File: src/rtl/instr_fetch_unit_if.sv
// instr_fetch_unit_if: fetch-stage bundle carrying the imem request/response, the redirect from pc_src and the decode handoff
//   master: fetch unit side (drives imem_req_*, out_*, misaligned)
//   slave : memory / pc_src / decode side (drives imem_req_ready, imem_rsp_*, redirect*, out_ready)
interface instr_fetch_unit_if #(parameter int XLEN = 32);
  logic            imem_req_valid;
  logic            imem_req_ready;
  logic [XLEN-1:0] imem_req_addr;
  logic            imem_rsp_valid;
  logic [31:0]     imem_rsp_data;
  logic            redirect;
  logic [XLEN-1:0] redirect_pc;
  logic            out_valid;
  logic            out_ready;
  logic [31:0]     out_instr;
  logic [XLEN-1:0] out_pc;
  logic [XLEN-1:0] out_pc_plus4;
  logic [6:0]      out_opcode;
  logic            misaligned;
  modport master (
    output imem_req_valid, imem_req_addr, out_valid, out_instr, out_pc, out_pc_plus4, out_opcode, misaligned,
    input  imem_req_ready, imem_rsp_valid, imem_rsp_data, redirect, redirect_pc, out_ready
  );
  modport slave (
    input  imem_req_valid, imem_req_addr, out_valid, out_instr, out_pc, out_pc_plus4, out_opcode, misaligned,
    output imem_req_ready, imem_rsp_valid, imem_rsp_data, redirect, redirect_pc, out_ready
  );
endinterface

File: src/rtl/instr_fetch_unit.sv
// instr_fetch_unit: owns the PC, issues in-order imem requests under a credit limit, buffers responses and hands instr/pc/opcode to decode
//   clk, rst : clock, asynchronous active-high reset
//   bus      : instr_fetch_unit_if.master (imem request/response, redirect, decode handoff, misaligned flag)
//   Optional: FETCH_ALIGN_CHECK_EN enables the misaligned-redirect HALT state and sticky misaligned flag.
module instr_fetch_unit #(
  parameter int              XLEN       = 32,
  parameter logic [XLEN-1:0] RESET_PC   = '0,
  parameter int              FIFO_DEPTH = 2
) (
  input logic                clk,
  input logic                rst,
  instr_fetch_unit_if.master bus
);
  localparam int CW = $clog2(FIFO_DEPTH + 1);
  localparam int PW = FIFO_DEPTH > 1 ? $clog2(FIFO_DEPTH) : 1;
`ifdef FETCH_ALIGN_CHECK_EN
  typedef enum logic [1:0] {IDLE, RUN, FLUSH, HALT} state_t;
`else
  typedef enum logic [1:0] {IDLE, RUN, FLUSH} state_t;
`endif
  state_t          state, state_nxt;
  logic [XLEN-1:0] fetch_pc, rsp_pc, target;
  logic [CW-1:0]   outstanding, outstanding_nxt, drop_cnt, count;
  logic [PW-1:0]   wr_ptr, rd_ptr;
  logic [31:0]     instr_mem [FIFO_DEPTH];
  logic [XLEN-1:0] pc_mem [FIFO_DEPTH];
  logic [31:0]     instr;
  logic            live, halted, bad_align, redir, req_hold, credit, accept, rsp, push, pop;
  function automatic logic [PW-1:0] wrap_inc(input logic [PW-1:0] p);
    return p == PW'(FIFO_DEPTH - 1) ? '0 : p + PW'(1);
  endfunction
`ifdef FETCH_ALIGN_CHECK_EN
  logic misaligned_r;
  assign halted = state == HALT;
  assign bad_align = bus.redirect_pc[1:0] != 2'b00;
  assign bus.misaligned = misaligned_r;
  always_ff @(posedge clk or posedge rst) begin
    if (rst) misaligned_r <= 1'b0;
    else if (redir && bad_align) misaligned_r <= 1'b1;
  end
`else
  assign halted = 1'b0;
  assign bad_align = 1'b0;
  assign bus.misaligned = 1'b0;
`endif
  assign live = state == RUN || state == FLUSH;
  assign redir = bus.redirect && !halted;
  assign target = bus.redirect_pc & ~XLEN'(3);
  assign rsp = bus.imem_rsp_valid && outstanding != '0;
  assign pop = bus.out_valid && bus.out_ready;
  // A slot freed by this cycle's pop is usable: the earliest response to a new request lands next cycle.
  assign credit = int'(outstanding) + int'(count) - int'(pop) < FIFO_DEPTH;
  // req_hold keeps a stalled request asserted even if the pop that granted its credit goes away.
  assign bus.imem_req_valid = live && !redir && (req_hold || credit);
  assign bus.imem_req_addr = fetch_pc;
  assign accept = bus.imem_req_valid && bus.imem_req_ready;
  assign push = rsp && drop_cnt == '0 && !redir;
  assign outstanding_nxt = outstanding + CW'(accept) - CW'(rsp);
  assign bus.out_valid = count != '0 && !halted;
  assign instr = bus.out_valid ? instr_mem[rd_ptr] : '0;
  assign bus.out_instr = instr;
  assign bus.out_opcode = instr[6:0];
  assign bus.out_pc = bus.out_valid ? pc_mem[rd_ptr] : '0;
  assign bus.out_pc_plus4 = bus.out_valid ? pc_mem[rd_ptr] + XLEN'(4) : '0;
  always_comb begin
    state_nxt = state == IDLE ? RUN :
                state == RUN ? (redir && outstanding != '0 ? FLUSH : RUN) :
                state == FLUSH ? (!redir && drop_cnt == '0 ? RUN : FLUSH) : state;
`ifdef FETCH_ALIGN_CHECK_EN
    if (redir && bad_align) state_nxt = HALT;
`endif
  end
  // rsp_pc is the PC of the next kept response: requests between redirects are consecutive words.
  always_ff @(posedge clk or posedge rst) begin
    if (rst) begin
      state <= IDLE;
      fetch_pc <= RESET_PC;
      rsp_pc <= RESET_PC;
      outstanding <= '0;
      drop_cnt <= '0;
      count <= '0;
      wr_ptr <= '0;
      rd_ptr <= '0;
      req_hold <= 1'b0;
    end else begin
      state <= state_nxt;
      outstanding <= outstanding_nxt;
      req_hold <= bus.imem_req_valid && !bus.imem_req_ready;
      if (redir) begin
        fetch_pc <= target;
        rsp_pc <= target;
        drop_cnt <= outstanding_nxt;
        count <= '0;
        wr_ptr <= '0;
        rd_ptr <= '0;
      end else begin
        if (accept) fetch_pc <= fetch_pc + XLEN'(4);
        if (rsp && drop_cnt != '0) drop_cnt <= drop_cnt - CW'(1);
        if (push) begin
          wr_ptr <= wrap_inc(wr_ptr);
          rsp_pc <= rsp_pc + XLEN'(4);
        end
        if (pop) rd_ptr <= wrap_inc(rd_ptr);
        count <= count + CW'(push) - CW'(pop);
      end
    end
  end
  always_ff @(posedge clk) begin
    if (push) begin
      instr_mem[wr_ptr] <= bus.imem_rsp_data;
      pc_mem[wr_ptr] <= rsp_pc;
    end
  end
endmodule

File: src/flat_wrapper.sv
// flat-port wrapper written by rule: the top's interface ports become plain ports
module instr_fetch_unit_flat 
#(
  parameter int              XLEN       = 32,
  parameter logic [XLEN-1:0] RESET_PC   = '0,
  parameter int              FIFO_DEPTH = 2
)
  (clk, rst, bus_imem_req_valid, bus_imem_req_addr, bus_out_valid, bus_out_instr, bus_out_pc, bus_out_pc_plus4, bus_out_opcode, bus_misaligned, bus_imem_req_ready, bus_imem_rsp_valid, bus_imem_rsp_data, bus_redirect, bus_redirect_pc, bus_out_ready);
  instr_fetch_unit_if #(.XLEN(XLEN)) bus_i ();
  input logic clk;
  input logic rst;
  output wire logic [$bits(bus_i.imem_req_valid)-1:0] bus_imem_req_valid;
  output wire logic [$bits(bus_i.imem_req_addr)-1:0] bus_imem_req_addr;
  output wire logic [$bits(bus_i.out_valid)-1:0] bus_out_valid;
  output wire logic [$bits(bus_i.out_instr)-1:0] bus_out_instr;
  output wire logic [$bits(bus_i.out_pc)-1:0] bus_out_pc;
  output wire logic [$bits(bus_i.out_pc_plus4)-1:0] bus_out_pc_plus4;
  output wire logic [$bits(bus_i.out_opcode)-1:0] bus_out_opcode;
  output wire logic [$bits(bus_i.misaligned)-1:0] bus_misaligned;
  input wire logic [$bits(bus_i.imem_req_ready)-1:0] bus_imem_req_ready;
  input wire logic [$bits(bus_i.imem_rsp_valid)-1:0] bus_imem_rsp_valid;
  input wire logic [$bits(bus_i.imem_rsp_data)-1:0] bus_imem_rsp_data;
  input wire logic [$bits(bus_i.redirect)-1:0] bus_redirect;
  input wire logic [$bits(bus_i.redirect_pc)-1:0] bus_redirect_pc;
  input wire logic [$bits(bus_i.out_ready)-1:0] bus_out_ready;
  assign bus_imem_req_valid = bus_i.imem_req_valid;
  assign bus_imem_req_addr = bus_i.imem_req_addr;
  assign bus_out_valid = bus_i.out_valid;
  assign bus_out_instr = bus_i.out_instr;
  assign bus_out_pc = bus_i.out_pc;
  assign bus_out_pc_plus4 = bus_i.out_pc_plus4;
  assign bus_out_opcode = bus_i.out_opcode;
  assign bus_misaligned = bus_i.misaligned;
  assign bus_i.imem_req_ready = bus_imem_req_ready;
  assign bus_i.imem_rsp_valid = bus_imem_rsp_valid;
  assign bus_i.imem_rsp_data = bus_imem_rsp_data;
  assign bus_i.redirect = bus_redirect;
  assign bus_i.redirect_pc = bus_redirect_pc;
  assign bus_i.out_ready = bus_out_ready;
  instr_fetch_unit #(.XLEN(XLEN), .RESET_PC(RESET_PC), .FIFO_DEPTH(FIFO_DEPTH)) u_core (.clk(clk), .rst(rst), .bus(bus_i));
endmodule
File: config.mk
export PLATFORM = sky130hd
export DESIGN_NAME = instr_fetch_unit_flat
export DESIGN_NICKNAME = d
export VERILOG_FILES = /design/src/rtl/instr_fetch_unit_if.sv /design/src/rtl/instr_fetch_unit.sv /design/src/flat_wrapper.sv
export SDC_FILE = /design/constraint.sdc
export NUM_CORES = 1
export LEC_CHECK = 0
export BUFFER_PORTS_ARGS = -buffer_cell sky130_fd_sc_hd__buf_2
export CAP_MARGIN = 15
export CORE_UTILIZATION = 55
export CTS_CLUSTER_DIAMETER = 120
export DETAILED_ROUTE_END_ITERATION = 6
export GPL_TIMING_DRIVEN = 0
export PLACE_DENSITY = 0.86
export SLEW_MARGIN = 0
export SYNTH_ARGS = -nofsm -noshare
export SYNTH_HDL_FRONTEND = slang
export SYNTH_SLANG_ARGS = --single-unit
File: constraint.sdc
create_clock -name clk -period 13.7 [get_ports clk]
set_input_delay 2.74 -clock clk [delete_from_list [all_inputs] [get_ports clk]]
set_output_delay 2.74 -clock clk [all_outputs]
set_load 0.02 [all_outputs]
==> results.yml <==
finish:
  drive_gt1_frac: 0.279
  seqCellArea_mm2: 0.00550
  nets: 1164
  multi_input_area_mm2: 0.00405
  fillers: 1243
  area_growth_pct: 19.5
  stdcell_count: 1318
power:
  p_int_w: 0.00125
  p_sw_w: 0.000935
  switching_share: 0.427
  seqPwrFrac: 0.347
  p_leak_nw: 4.73
  combinationalPowerShare: 0.434
  ir_worst_vdd_uv: 118
  clock_power_share: 0.219
  power_density_mw_per_mm2: 185
hold_path:
  min-delay-start: "u_core.rsp_pc[31]"
  holdPathStages: 0
  hold-path-endpoint: "u_core.pc_mem[1][31]"
  min_path_type: "reg2reg"
place:
  gp_congestion: 0.936
  placedCellCount: 1285
  place_ws_ns: 6.19
  detailed_place_hpwl_um: 18700
  io_buffers: 198
logic_synthesis:
  synthMostInstantiatedCell: "edfxtp_1"
  synth.avg_cell_area_um2: 11.6
  synth_top_cell_by_area: "edfxtp_1"
  synth.area.top_cells: "edfxtp_1 (38%), dfrtp_1 (18%), mux2i_1 (6.1%)"
  synth_common_cells: "edfxtp_1 (124), nor2_1 (101), dfrtp_1 (71)"
  synth_top_area_frac: 0.377
  ys_async_sr_fraction: 0.364
  ys_seq_elements: 195
  syn_inst: 851
  ys.flop_type: "edfxtp_1"
  synth_edf_count: 124
  yosysWarnings: 0
  synth_cell_types: 59
  ys_seq_area_frac: 0.557
  syn_area_mm2: 0.00988
clock_tree:
  root_buffer: "clkbuf_16"
  postCtsHoldBufs: 0
  clock_latency_ns: 0.44
  post_cts_buffers: 0
  clkSlewWorstSetupHoldPaths_ns: 0.07
  cts_tree: "done"
  clockBufferDepth: 2
  cts_resized: 0
  cts_buffers: 17
  cts_sinks: 195
  htreeDepth: 4
sta:
  fin_crit_ns: 7.56
  fmax_mhz: 132
  setup_viol: 0
  worst_slack_ns: 6.14
  rsz0062_at_grt: "false"
  finClkSkew_ns: 0.0121
  slew_violations: 0
  slew_headroom: 0.161
  hold_violations: 0
  period_share: 0.552
  setup_tns_ns: 0
  tightest_slew_ns: 1.25
routing:
  num_vias: 7818
  drtIter0Drc: 737
  wl_um: 25700
  dr.pass1.iters: 5
  vias_per_cell: 5.93
  avgRoutedWirePerCell_um: 19.5
  ant_nets: 0
  drc: 0
outcome:
  status: "finished, final reports clean"
setup_path:
  cp_max_fo: 10
  crit_buf_inv: 3
  crit_type: "in2out"
  crit_chain: "buf_2 -> o21a_1 -> nor2b_1 -> ha_1 -> ha_1 -> and3b_1 -> a211o_1 -> clkbuf_1 -> nand2_1 -> nor2_1 -> buf_2"
  cp.required_ns: 10.96
  r2r_end: "u_core.drop_cnt[1]"
  worstSetupEndpointType: "output pin"
  cp-start-kind: "primary input"
  r2r_slack_ns: 9.47
  critPathSlowestCell: "clkbuf_1"
  max_stage_delay_ns: 0.38
  rr_worst_depth: 14
  arrival_ns: 4.82
  cp_top_family: "buffers and inverters"
  r2r_start: "u_core.outstanding[0]"
floorplanning:
  ios: 208
  rows: 48
  die_y_um: 136
  die_x_um: 136
  initial_core_util: 0.567
  core-area_mm2: 0.0174
  dieArea_mm2: 0.0185
global_routing:
  track_usage: 0.281
  grt_pass1_vias: 7505
  grt_overflow: 0
  antenna_found_initial: 1
  grt_pass1_wl_um: 39300
  grt_max_degree: 72
run:
  cap_viol_max_count: 0
## how the worst max path moves through the flow
stage | startpoint | endpoint | slack [ns] | cells after the start
after global placement | bus_redirect | u_core.instr_mem[0][0] | 3.13 | 4
after detailed placement | bus_out_ready | bus_imem_req_valid | 6.19 | 11
after floorplan | bus_redirect | u_core.instr_mem[0][0] | 5.71 | 3
after CTS | bus_out_ready | bus_imem_req_valid | 6.20 | 11
after global routing | bus_out_ready | bus_imem_req_valid | 6.08 | 11
final | bus_out_ready | bus_imem_req_valid | 6.14 | 11
## metal layers
layer / routed length [µm] / track usage
met5: 0 / 0
met3: 2510 / 0.0511
met2: 12200 / 0.458
met1: 10200 / 0.366
met4: 819 / 0.128
## layout make-up
class	count	area share
Tap cell	225	0.0238
Timing Repair Buffer	203	0.0890
Multi-Input combinational cell	590	0.343
Buffer	51	0.0233
Inverter	21	0.00689
Sequential cell	195	0.466
Clock buffer	17	0.0360
Antenna cell	1	0.000212
Clock inverter	15	0.0117
## cell families (layout without fill, tap and decap cells)
kind of cell	count (synthesis)	count (layout)	synth area share
AO/OA/AOI/OAI	87	87	0.0585
flip-flops	195	195	0.557
buffers and inverters	72	307	0.0358
XOR/XNOR	71	71	0.0630
other	1	8	0.000380
adder cells (fa/ha/maj)	15	15	0.0198
AND/OR/NAND/NOR	315	315	0.165
multiplexers	95	95	0.101
## per-stage QoR
| step | hold WS, ns | power [W] | area (µm²) | utilization |
|---|---|---|---|---|
| after detailed placement | 0.492 | 0.00171 | 11200 | 0.646 |
| after CTS | 0.511 | 0.00218 | 11800 | 0.678 |
| after global placement | 0.480 | 0.00168 | 11200 | 0.642 |
| final | 0.506 | 0.00219 | 11800 | 0.678 |
| after global routing | 0.519 | 0.00230 | 11800 | 0.678 |
| after floorplan | 0.462 | 0.00140 | 9900 | - |
## power by group through the flow
stage	clock network, W	logic, W	registers [W]
2_1_floorplan	0	0.000623	0.000772
3_3_place_gp	0	0.000907	0.000772
3_5_place_dp	0	0.000936	0.000771
4_1_cts	0.000483	0.000941	0.000759
5_1_grt	0.000507	0.00102	0.000768
6_report	0.000479	0.000950	0.000761
## cells in the final DEF, fill, tap and decap left out, types with 25 or more instances in the layout
cell type,synthesis,final
nor4_1,25,25
dfrtp_1,71,71
mux2_2,35,35
nand2_1,55,55
mux2i_1,60,60
xnor2_1,45,45
xor2_1,26,26
nor2_1,101,101
edfxtp_1,124,124
nand3_1,31,31
buf_2,9,207
## worst reg2reg max path, delay by kind of cell (launching register included)
kind            cells  cell delay, ns
compound gates      2            1.07
xor+xnor            2            0.32
simple gates        3            0.37
flops               1            0.46
fa+ha+maj           5            1.41
buf+inv             2            0.51
## flip-flops by register name, indices dropped and copies added, names as in the netlist
name,flops
u_core.wr_ptr,1
u_core.count,2
u_core.pc_mem,60
u_core.bus.imem_req_addr,30
u_core.instr_mem,64
u_core.drop_cnt,2
u_core.rsp_pc,30
u_core.req_hold,1
u_core.state,2
u_core.rd_ptr,1
u_core.outstanding,2
Power figures use the tool's default switching activity.
